--- src/rtl/mdio_master_ctrl_if.sv ---
// mdio_master_ctrl_if
//   Bundles the host command/response handshake and the MDIO pad signals of
//   the Clause-22 management master.
//
//   Host side : cmd_valid, cmd_ready, cmd_write, cmd_phy_addr, cmd_reg_addr,
//               cmd_wdata, rsp_valid, rsp_rdata, busy
//   PHY side  : mdc, mdio_out, mdio_oe, mdio_in
//
//   modport master : the controller (drives cmd_ready/rsp/busy and MDC/MDIO)
//   modport slave  : host + PHY environment facing the controller
interface mdio_master_ctrl_if;
    logic        cmd_valid;
    logic        cmd_ready;
    logic        cmd_write;
    logic [4:0]  cmd_phy_addr;
    logic [4:0]  cmd_reg_addr;
    logic [15:0] cmd_wdata;
    logic        rsp_valid;
    logic [15:0] rsp_rdata;
    logic        busy;
    logic        mdc;
    logic        mdio_out;
    logic        mdio_oe;
    logic        mdio_in;

    modport master (
        input  cmd_valid, cmd_write, cmd_phy_addr, cmd_reg_addr, cmd_wdata, mdio_in,
        output cmd_ready, rsp_valid, rsp_rdata, busy, mdc, mdio_out, mdio_oe
    );

    modport slave (
        output cmd_valid, cmd_write, cmd_phy_addr, cmd_reg_addr, cmd_wdata, mdio_in,
        input  cmd_ready, rsp_valid, rsp_rdata, busy, mdc, mdio_out, mdio_oe
    );
endinterface

--- src/rtl/mdio_master_ctrl.sv ---
// mdio_master_ctrl
//   Clause-22 MDIO management master. Each accepted host command is turned
//   into one complete frame: PREAMBLE_LEN ones, ST/OP/PHYAD/REGAD header,
//   turnaround and 16 data bits. MDC is derived from clk; read data is
//   sampled on MDC rising edges and returned with a one-cycle rsp_valid.
//
//   Parameters
//     CLK_DIV      : MDC half-period in clk cycles (2..255)
//     PREAMBLE_LEN : leading '1' bits per frame (1..32)
//
//   Ports
//     clk   : system clock, rising edge
//     reset : synchronous, active-high
//     bus   : mdio_master_ctrl_if.master (command/response + MDC/MDIO pads)
module mdio_master_ctrl #(
    parameter int unsigned CLK_DIV      = 4,
    parameter int unsigned PREAMBLE_LEN = 32
) (
    input  logic               clk,
    input  logic               reset,
    mdio_master_ctrl_if.master bus
);

    typedef enum logic [2:0] {
        S_IDLE,
        S_PRE,
        S_HDR,
        S_TA,
        S_DATA,
        S_DONE
    } state_t;

    localparam logic [7:0] DIV_LAST  = 8'(CLK_DIV - 1);
    localparam logic [4:0] PRE_LAST  = 5'(PREAMBLE_LEN - 1);
    localparam logic [4:0] HDR_LAST  = 5'd13;
    localparam logic [4:0] TA_LAST   = 5'd1;
    localparam logic [4:0] DATA_LAST = 5'd15;

    state_t      r_state,     w_state_nxt;
    logic [7:0]  r_div,       w_div_nxt;
    logic        r_half,      w_half_nxt;     // 0 = MDC low half, 1 = high half
    logic        r_start,     w_start_nxt;    // first bit pending after acceptance
    logic [4:0]  r_bitcnt,    w_bitcnt_nxt;
    logic        r_write,     w_write_nxt;
    logic [31:0] r_tx,        w_tx_nxt;       // ST,OP,PHYAD,REGAD,TA,DATA
    logic [15:0] r_rx,        w_rx_nxt;
    logic [15:0] r_rdata,     w_rdata_nxt;
    logic        r_mdc,       w_mdc_nxt;
    logic        r_mdio_out,  w_mdio_out_nxt;
    logic        r_mdio_oe,   w_mdio_oe_nxt;
    logic        r_rsp_valid, w_rsp_valid_nxt;

    logic        w_ready;

    assign w_ready       = (r_state == S_IDLE);
    assign bus.cmd_ready = w_ready;
    assign bus.busy      = !w_ready;
    assign bus.rsp_valid = r_rsp_valid;
    assign bus.rsp_rdata = r_rdata;
    assign bus.mdc       = r_mdc;
    assign bus.mdio_out  = r_mdio_out;
    assign bus.mdio_oe   = r_mdio_oe;

    always_ff @(posedge clk) begin
        if (reset) begin
            r_state     <= S_IDLE;
            r_div       <= '0;
            r_half      <= 1'b0;
            r_start     <= 1'b0;
            r_bitcnt    <= '0;
            r_write     <= 1'b0;
            r_tx        <= '0;
            r_rx        <= '0;
            r_rdata     <= '0;
            r_mdc       <= 1'b0;
            r_mdio_out  <= 1'b1;
            r_mdio_oe   <= 1'b0;
            r_rsp_valid <= 1'b0;
        end else begin
            r_state     <= w_state_nxt;
            r_div       <= w_div_nxt;
            r_half      <= w_half_nxt;
            r_start     <= w_start_nxt;
            r_bitcnt    <= w_bitcnt_nxt;
            r_write     <= w_write_nxt;
            r_tx        <= w_tx_nxt;
            r_rx        <= w_rx_nxt;
            r_rdata     <= w_rdata_nxt;
            r_mdc       <= w_mdc_nxt;
            r_mdio_out  <= w_mdio_out_nxt;
            r_mdio_oe   <= w_mdio_oe_nxt;
            r_rsp_valid <= w_rsp_valid_nxt;
        end
    end

    always_comb begin
        w_state_nxt     = r_state;
        w_div_nxt       = r_div;
        w_half_nxt      = r_half;
        w_start_nxt     = r_start;
        w_bitcnt_nxt    = r_bitcnt;
        w_write_nxt     = r_write;
        w_tx_nxt        = r_tx;
        w_rx_nxt        = r_rx;
        w_rdata_nxt     = r_rdata;
        w_mdc_nxt       = r_mdc;
        w_mdio_out_nxt  = r_mdio_out;
        w_mdio_oe_nxt   = r_mdio_oe;
        w_rsp_valid_nxt = 1'b0;

        unique case (r_state)
            S_IDLE: begin
                w_mdc_nxt      = 1'b0;
                w_mdio_out_nxt = 1'b1;
                w_mdio_oe_nxt  = 1'b0;
                if (bus.cmd_valid) begin
                    w_state_nxt  = S_PRE;
                    w_bitcnt_nxt = PRE_LAST;
                    w_start_nxt  = 1'b1;
                    w_div_nxt    = '0;
                    w_half_nxt   = 1'b0;
                    w_write_nxt  = bus.cmd_write;
                    w_rx_nxt     = '0;
                    w_tx_nxt     = {2'b01,
                                    bus.cmd_write ? 2'b01 : 2'b10,
                                    bus.cmd_phy_addr,
                                    bus.cmd_reg_addr,
                                    2'b10,
                                    bus.cmd_write ? bus.cmd_wdata : 16'h0000};
                end
            end

            S_PRE, S_HDR, S_TA, S_DATA: begin
                if (r_start) begin
                    // Acceptance cycle is followed by the first bit period.
                    w_start_nxt    = 1'b0;
                    w_div_nxt      = '0;
                    w_half_nxt     = 1'b0;
                    w_mdc_nxt      = 1'b0;
                    w_mdio_out_nxt = 1'b1;
                    w_mdio_oe_nxt  = 1'b1;
                end else begin
                    w_div_nxt = (r_div == DIV_LAST) ? '0 : r_div + 8'd1;
                    if (r_div == DIV_LAST) begin
                        if (!r_half) begin
                            // MDC rising: PHY data is stable here.
                            w_half_nxt = 1'b1;
                            w_mdc_nxt  = 1'b1;
                            if (r_state == S_DATA) begin
                                w_rx_nxt = {r_rx[14:0], bus.mdio_in};
                            end
                        end else begin
                            // MDC falling: end of one bit, start of the next.
                            w_half_nxt = 1'b0;
                            w_mdc_nxt  = 1'b0;
                            if (r_state != S_PRE) begin
                                w_tx_nxt = {r_tx[30:0], 1'b0};
                            end
                            if (r_bitcnt != '0) begin
                                w_bitcnt_nxt = r_bitcnt - 5'd1;
                            end else begin
                                unique case (r_state)
                                    S_PRE: begin
                                        w_state_nxt  = S_HDR;
                                        w_bitcnt_nxt = HDR_LAST;
                                    end
                                    S_HDR: begin
                                        w_state_nxt  = S_TA;
                                        w_bitcnt_nxt = TA_LAST;
                                    end
                                    S_TA: begin
                                        w_state_nxt  = S_DATA;
                                        w_bitcnt_nxt = DATA_LAST;
                                    end
                                    default: begin
                                        w_state_nxt     = S_DONE;
                                        w_rsp_valid_nxt = 1'b1;
                                        if (!r_write) begin
                                            w_rdata_nxt = r_rx;
                                        end
                                    end
                                endcase
                            end

                            // Drive the bit that starts now.
                            unique case (w_state_nxt)
                                S_PRE: begin
                                    w_mdio_out_nxt = 1'b1;
                                    w_mdio_oe_nxt  = 1'b1;
                                end
                                S_HDR: begin
                                    w_mdio_out_nxt = w_tx_nxt[31];
                                    w_mdio_oe_nxt  = 1'b1;
                                end
                                S_TA, S_DATA: begin
                                    // Reads release the line from turnaround on.
                                    w_mdio_out_nxt = r_write ? w_tx_nxt[31] : 1'b1;
                                    w_mdio_oe_nxt  = r_write;
                                end
                                default: begin
                                    w_mdio_out_nxt = 1'b1;
                                    w_mdio_oe_nxt  = 1'b0;
                                end
                            endcase
                        end
                    end
                end
            end

            S_DONE: begin
                w_state_nxt    = S_IDLE;
                w_mdc_nxt      = 1'b0;
                w_mdio_out_nxt = 1'b1;
                w_mdio_oe_nxt  = 1'b0;
            end

            default: begin
                w_state_nxt = S_IDLE;
            end
        endcase
    end

endmodule

--- src/flat_wrapper.sv ---
// flat-port wrapper written by rule: the top's interface ports become plain ports
module mdio_master_ctrl_flat 
#(
    parameter int unsigned CLK_DIV      = 4,
    parameter int unsigned PREAMBLE_LEN = 32
)
  (clk, reset, bus_cmd_valid, bus_cmd_write, bus_cmd_phy_addr, bus_cmd_reg_addr, bus_cmd_wdata, bus_mdio_in, bus_cmd_ready, bus_rsp_valid, bus_rsp_rdata, bus_busy, bus_mdc, bus_mdio_out, bus_mdio_oe);
  mdio_master_ctrl_if bus_i ();
  input  logic clk;
  input  logic reset;
  input wire logic [$bits(bus_i.cmd_valid)-1:0] bus_cmd_valid;
  input wire logic [$bits(bus_i.cmd_write)-1:0] bus_cmd_write;
  input wire logic [$bits(bus_i.cmd_phy_addr)-1:0] bus_cmd_phy_addr;
  input wire logic [$bits(bus_i.cmd_reg_addr)-1:0] bus_cmd_reg_addr;
  input wire logic [$bits(bus_i.cmd_wdata)-1:0] bus_cmd_wdata;
  input wire logic [$bits(bus_i.mdio_in)-1:0] bus_mdio_in;
  output wire logic [$bits(bus_i.cmd_ready)-1:0] bus_cmd_ready;
  output wire logic [$bits(bus_i.rsp_valid)-1:0] bus_rsp_valid;
  output wire logic [$bits(bus_i.rsp_rdata)-1:0] bus_rsp_rdata;
  output wire logic [$bits(bus_i.busy)-1:0] bus_busy;
  output wire logic [$bits(bus_i.mdc)-1:0] bus_mdc;
  output wire logic [$bits(bus_i.mdio_out)-1:0] bus_mdio_out;
  output wire logic [$bits(bus_i.mdio_oe)-1:0] bus_mdio_oe;
  assign bus_i.cmd_valid = bus_cmd_valid;
  assign bus_i.cmd_write = bus_cmd_write;
  assign bus_i.cmd_phy_addr = bus_cmd_phy_addr;
  assign bus_i.cmd_reg_addr = bus_cmd_reg_addr;
  assign bus_i.cmd_wdata = bus_cmd_wdata;
  assign bus_i.mdio_in = bus_mdio_in;
  assign bus_cmd_ready = bus_i.cmd_ready;
  assign bus_rsp_valid = bus_i.rsp_valid;
  assign bus_rsp_rdata = bus_i.rsp_rdata;
  assign bus_busy = bus_i.busy;
  assign bus_mdc = bus_i.mdc;
  assign bus_mdio_out = bus_i.mdio_out;
  assign bus_mdio_oe = bus_i.mdio_oe;
  mdio_master_ctrl #(.CLK_DIV(CLK_DIV), .PREAMBLE_LEN(PREAMBLE_LEN)) u_core (.clk(clk), .reset(reset), .bus(bus_i));
endmodule
--- config.mk ---
export PLATFORM = sky130hd
export DESIGN_NAME = mdio_master_ctrl_flat
export DESIGN_NICKNAME = d
export VERILOG_FILES = /design/src/rtl/mdio_master_ctrl_if.sv /design/src/rtl/mdio_master_ctrl.sv /design/src/flat_wrapper.sv
export SDC_FILE = /design/constraint.sdc
export NUM_CORES = 1
export LEC_CHECK = 0
export CAP_MARGIN = 40
export CORE_MARGIN = 8
export CORE_UTILIZATION = 50
export CTS_CLUSTER_SIZE = 24
export DETAILED_ROUTE_END_ITERATION = 12
export PLACE_DENSITY = 0.86
export SYNTH_ARGS = -nofsm -noshare
export SYNTH_HDL_FRONTEND = slang
export SYNTH_SLANG_ARGS = --single-unit
--- constraint.sdc ---
create_clock -name clk -period 2 [get_ports clk]
set_input_delay 0.2 -clock clk [delete_from_list [all_inputs] [get_ports clk]]
set_output_delay 0.2 -clock clk [all_outputs]
set_load 0.01 [all_outputs]
==> results.json, run 1 <==
{
  "run_status": "complete, but fails checks",
  "violations": "setup timing",
  "nets": 633,
  "powerDensity_mw_per_mm2": 859,
  "synth.area.top_cells": "dfxtp_1 40%, nand2_1 8.2%, a21oi_1 5.5%",
  "grt_use_total": 0.193,
  "die_w_um": 109,
  "pre_cts_ws_ns": -0.218,
  "final_hold_viol_count": 0,
  "stdcell_area_mm2": 0.00573,
  "grt_pass1_wl_um": 18700,
  "drv_slew": 0,
  "drc_errors": 0,
  "final.setup_skew_ns": 0.0159,
  "crit_fanout": 8,
  "synthMostInstantiatedCell": "nand2_1",
  "initial_utilization": 0.503,
  "detail-route-antenna-nets": 0,
  "relSlewSlack": 0.669,
  "critPathSlowestCell": "or4b_4",
  "area_growth_pct": 33.2,
  "setup_viol": 40,
  "vias_per_cell": 6.03,
  "grt_max_degree": 34,
  "synth_top_cell_by_area": "dfxtp_1",
  "cp-endpoint": "u_core.r_tx[6]$_SDFFE_PP0P_",
  "place_area_mm2": 0.00514,
  "synth-main-ff-cell": "dfxtp_1",
  "cts-root-buf": "clkbuf_8",
  "antennaDiodeCount": 0,
  "synthCells": 525,
  "antenna_found_initial": 0,
  "grt_pass1_vias": 3941,
  "synth-seq-cells": 87,
  "power.leakage_nw": 2.01,
  "syn_avg_cell_area_um2": 8.20,
  "fill_cells": 623,
  "synth_cell_types": 61,
  "wl_um": 12300,
  "cap_violations": 0,
  "vias": 4294,
  "drive_above_1_share": 0.248,
  "yosysWarnings": 0,
  "cts_sinks": 87,
  "path_cells": "ha_4 -> or4b_4 -> nor3_4 -> buf_6 -> a22oi_2 -> buf_12 -> a221oi_4 -> nor3_2",
  "max_stage_delay_ns": 0.48,
  "wl_per_cell_um": 17.3,
  "worst_pin_slew_ns": 0.496,
  "rows": 34,
  "cp-start-kind": "register",
  "htree_levels": 3,
  "whs_ns": 0.265,
  "worstPathRequired_ns": 2.24,
  "syn-num-nets": 559,
  "timing.final.crit_period_ns": 2.12,
  "syn-cell-area_mm2": 0.00430,
  "total_power_mw": 4.92,
  "cp_data_arrival_time_ns": 2.36,
  "rsz0062_at_grt": "true",
  "ys_seq_area_frac": 0.405,
  "ir_worst_vdd_mv": 0.438,
  "port_buffers": 52,
  "clk_path_buf_depth": 2,
  "tns_ns": -2.79,
  "rr_startpoint": "u_core.r_div[0]$_SDFFE_PP0P_",
  "gp_congestion": 0.899,
  "clk_pin_slew_ns": 0.10,
  "cts-buffers-inserted": 9,
  "rr_worst_depth": 8,
  "io_pins": 53,
  "layout_setup_ws_ns": -0.121,
  "grt_overflow": 0,
  "synth_edf_count": 0,
  "critPathKind": "reg2reg",
  "hp-class": "in2reg",
  "rrSetupSlack_ns": -0.12,
  "place_hpwl_um": 7490,
  "synth_top_area_frac": 0.405,
  "crit_path_start": "u_core.r_div[0]$_SDFFE_PP0P_",
  "cts_tree": "built",
  "clock_latency_ns": 0.38,
  "max_freq_ghz": 0.471,
  "worstReg2RegEnd": "u_core.r_tx[6]$_SDFFE_PP0P_",
  "die_h_um": 109,
  "async_reset_ff_frac": 0,
  "core_mm2": 0.00855,
  "finalCritPeriodShare": 1.06,
  "dieArea_mm2": 0.0118,
  "synth_common_cells": "94 x nand2_1, 87 x dfxtp_1, 47 x a21oi_1",
  "drt_iter0_drc": 374,
  "drtPass1Iterations": 6,
  "crit_path_end_kind": "register"
}
flip-flops by register name, indices dropped and copies added (netlist names):
name	cells
u_core.bus.rsp_rdata	16
u_core.bus.mdc	1
u_core.r_bitcnt	5
u_core.r_div	8
u_core.r_write	1
u_core.r_state	3
u_core.bus.rsp_valid	1
u_core.bus.mdio_out	1
u_core.r_half	1
u_core.r_rx	16
u_core.r_tx	32
u_core.r_start	1
u_core.bus.mdio_oe	1
per-layer routing:
layer	global-route usage	vias up	routed length, um
li1	-	2035	-
met1	0.232	2056	5160
met2	0.325	181	6110
met3	0.0585	22	840
met4	0.0557	0	193
met5	0	-	0
final cells by class:
class                   instances  area [um2]  share of cell area
repair buffers                109        1090               0.190
flip-flops and latches         87        1750               0.305
multi-input cells             386        2540               0.444
well taps                     108         135              0.0236
clock buffers                   9         124              0.0216
clock inverters                 7        70.1              0.0122
inverters                       6        22.5             0.00393
critical path: cells and delay by family (launching register included):
| kind | cells | cell delay, ns |
|---|---|---|
| fa+ha+maj | 1 | 0.13 |
| flops | 1 | 0.37 |
| compound gates | 2 | 0.33 |
| simple gates | 3 | 0.81 |
| buf+inv | 2 | 0.35 |
per-stage QoR:
| stage | util | std cells |
|---|---|---|
| after global placement | 0.601 | 679 |
| after CTS | 0.638 | 703 |
| final | 0.670 | 712 |
| after floorplan | - | 525 |
| after global routing | 0.670 | 712 |
| after detailed placement | 0.601 | 679 |
cells by family after synthesis:
family,after synthesis,synth area share
AND/OR/NAND/NOR,230,0.259
AO/OA/AOI/OAI,143,0.250
flip-flops,87,0.405
buffers and inverters,52,0.0564
XOR/XNOR,6,0.0122
multiplexers,4,0.00931
adder cells (fa/ha/maj),3,0.00872
cell usage in the layout, fill, tap and decap left out, types with 4 or more instances in the layout:
master,n
nand2_1,92
dfxtp_1,83
clkdlybuf4s50_1,49
a21oi_1,45
buf_4,44
nor2_1,39
nand3_1,19
nor3_1,16
a31oi_1,15
a21oi_2,12
a221oi_1,11
nand2_2,11
o21ai_0,10
a221oi_2,9
clkbuf_8,9
nor3_2,8
a221oi_4,6
and2_1,5
a311oi_1,5
xor2_1,5
buf_12,5
or3_1,4
nand2b_1,4
nor2b_1,4
mux2i_1,4
inv_8,4
clkbuf_16,4
buf_6,4
dfxtp_2,4
worst min-delay path by stage:
stage                                      start                               endpoint  cells after the start  slack [ns]
CTS                                        reset  u_core.bus.rsp_rdata[14]$_SDFFE_PP0P_                      2        0.24
global placement    u_core.r_tx[29]$_SDFFE_PP0P_           u_core.r_tx[29]$_SDFFE_PP0P_                      2        0.44
detailed placement  u_core.r_rx[15]$_SDFFE_PP0P_  u_core.bus.rsp_rdata[15]$_SDFFE_PP0P_                      2        0.45
floorplan                          bus_cmd_write            u_core.r_write$_SDFFE_PP0P_                      2        0.35
finish                                     reset  u_core.bus.rsp_rdata[14]$_SDFFE_PP0P_                      2        0.26
global route                               reset  u_core.bus.rsp_rdata[14]$_SDFFE_PP0P_                      2        0.26
timing repair:
action	CTS	global route
buffers inserted	6	5
resized for setup	6	34
hold buffers	0	0
pin swaps	8	37
gates cloned	2	4
setup endpoints to repair	36	55
report_power, final:
group | leakage [nW] | switching (mW) | internal, mW
clock | 0.0981 | 0.746 | 0.495
sequential | 0.710 | 0.143 | 1.88
combinational | 1.20 | 0.899 | 0.760
Power figures use the tool's default switching activity.
==> run 2: changes to the inputs <==
--- a/config.mk
+++ b/config.mk
@@ -6,11 +6,10 @@
 export NUM_CORES = 1
 export LEC_CHECK = 0
 export CAP_MARGIN = 40
-export CORE_MARGIN = 8
-export CORE_UTILIZATION = 50
+export CORE_UTILIZATION = 55
 export CTS_CLUSTER_SIZE = 24
 export DETAILED_ROUTE_END_ITERATION = 12
-export PLACE_DENSITY = 0.86
+export PLACE_DENSITY = 0.89
 export SYNTH_ARGS = -nofsm -noshare
 export SYNTH_HDL_FRONTEND = slang
 export SYNTH_SLANG_ARGS = --single-unit
==> constraint.sdc (replaced) <==
create_clock -name clk -period 2.24 [get_ports clk]
set_input_delay 0.224 -clock clk [delete_from_list [all_inputs] [get_ports clk]]
set_output_delay 0.224 -clock clk [all_outputs]
set_load 0.01 [all_outputs]
==> results.json, run 2 (synthesis results as in run 1) <==
{
  "vias_per_cell": 6.02,
  "port_buffers": 52,
  "drt_iter0_drc": 470,
  "nets": 604,
  "timing.final.crit_period_ns": 2.16,
  "whs_path_depth": 2,
  "drv_slew": 0,
  "clk_pin_slew_ns": 0.09,
  "grt_overflow": 0,
  "relSlewSlack": 0.625,
  "largest_reg_flops": 32,
  "grt_pass1_vias": 3701,
  "cts_tree": "built",
  "vias": 4049,
  "detail-route-antenna-nets": 0,
  "worst_pin_slew_ns": 0.557,
  "wl_per_cell_um": 15.6,
  "final_hold_viol_count": 0,
  "place_hpwl_um": 6950,
  "hold_end": "u_core.r_rx[15]$_SDFFE_PP0P_",
  "rrSetupSlack_ns": 0.11,
  "grt_max_degree": 29,
  "cts_hold_buffers": 0,
  "hp-class": "in2reg",
  "cp-start-kind": "register",
  "crit_path_end_kind": "primary output",
  "critPathKind": "reg2out",
  "die_w_um": 90.5,
  "run_status": "completed",
  "dieArea_mm2": 0.00818,
  "layout_common_cells": "94 x nand2_1, 85 x dfxtp_1, 51 x clkdlybuf4s50_1",
  "multi_input_area_mm2": 0.00233,
  "antenna_found_initial": 0,
  "area_growth_pct": 20.9,
  "ir_worst_vdd_mv": 0.419,
  "setup_viol": 0,
  "rsz0062_at_grt": "false",
  "htree_levels": 3,
  "cp_data_arrival_time_ns": 1.94,
  "drtPass1Iterations": 5,
  "total_power_mw": 4.27,
  "crit_fanout": 8,
  "cts-buffers-inserted": 9,
  "drc_errors": 0,
  "wl_um": 10500,
  "final_common_cell": "nand2_1",
  "hp-start": "reset",
  "seq_area_mm2": 0.00174,
  "clock_latency_ns": 0.36,
  "power.leakage_nw": 1.80,
  "grt_pass1_wl_um": 17300,
  "grt_use_total": 0.257,
  "clk_path_buf_depth": 2,
  "rows": 31,
  "die_h_um": 90.5,
  "drive_above_1_share": 0.169,
  "antennaDiodeCount": 0,
  "cap_violations": 0,
  "worstReg2RegEnd": "u_core.bus.rsp_rdata[9]$_SDFFE_PP0P_",
  "max_freq_ghz": 0.463,
  "rr_worst_depth": 6,
  "final.setup_skew_ns": 0.00799,
  "io_pins": 53,
  "whs_ns": 0.344,
  "largest-register": "u_core.r_tx",
  "core_mm2": 0.00741,
  "fill_cells": 535,
  "finalCritPeriodShare": 0.965,
  "rr_startpoint": "u_core.r_bitcnt[0]$_SDFFE_PP0P_",
  "cts-root-buf": "clkbuf_8",
  "powerDensity_mw_per_mm2": 821,
  "tns_ns": 0,
  "initial_utilization": 0.581,
  "gp_congestion": 0.921,
  "cts_sinks": 87,
  "worstPathRequired_ns": 2.02
}
==> run 2: changes by cell type in the layout (fill, tap and decap cells not counted), moves of 6 or more <==
cell	previous run	this run
buf_4	44	27
nor3_1	16	23
nor3_2	8	1
a221oi_2	9	15
a221oi_4	6	0
==> run 2: worst max path at each step <==
stage / startpoint / to / slack, ns / cells after the start
final: u_core.r_state[2]$_SDFFE_PP0P_ / bus_cmd_ready / 0.08 / 3
after global routing: u_core.r_state[2]$_SDFFE_PP0P_ / bus_cmd_ready / 0.02 / 3
after CTS: u_core.r_state[2]$_SDFFE_PP0P_ / bus_cmd_ready / 0.01 / 3
after detailed placement: u_core.r_div[0]$_SDFFE_PP0P_ / u_core.r_tx[9]$_SDFFE_PP0P_ / 0.08 / 7
after global placement: u_core.r_div[0]$_SDFFE_PP0P_ / u_core.r_tx[28]$_SDFFE_PP0P_ / 0.18 / 7
after floorplan: u_core.r_bitcnt[0]$_SDFFE_PP0P_ / u_core.bus.rsp_rdata[10]$_SDFFE_PP0P_ / 0.16 / 9
==> run 2: stage by stage <==
stage,setup WS (ns),cells,cell area (um2),util
after floorplan,0.160,525,4300,-
final,0.0789,673,5200,0.702
after global routing,0.0153,673,5200,0.702
after CTS,0.0104,672,5190,0.700
after detailed placement,0.0849,657,4940,0.667
after global placement,0.183,657,4940,0.667
==> run 2: cell type report <==
class	instances	area share
Multi-Input combinational cell	386	0.448
Sequential cell	87	0.335
Timing Repair Buffer	80	0.142
Clock buffer	9	0.0238
Tap cell	99	0.0238
Clock inverter	6	0.0226
Inverter	6	0.00433
==> run 2: per-layer routing <==
metal | global-route usage | up-vias | wire length [um]
li1 | - | 1972 | -
met1 | 0.341 | 1913 | 4700
met2 | 0.424 | 151 | 5030
met3 | 0.0438 | 13 | 610
met4 | 0.0820 | 0 | 167
met5 | 0 | - | 0
==> run 2: timing repair <==
item | 4_1_cts | 5_1_grt
endpoints found under the setup margin | 0 | 33
buffers inserted | 0 | 1
gates resized for setup | 0 | 6
==> run 2: critical path: stages (launching register included) <==
cell	delay, ns
dfxtp_1	0.34
or3_1	0.52
inv_2	0.17
clkdlybuf4s50_1	0.55
==> run 2: report_power, final <==
| part | internal [mW] | switching [mW] |
|---|---|---|
| clock network | 0.747 | 0.585 |
| logic | 0.480 | 0.664 |
| registers | 1.68 | 0.118 |
| total | 2.90 | 1.37 |
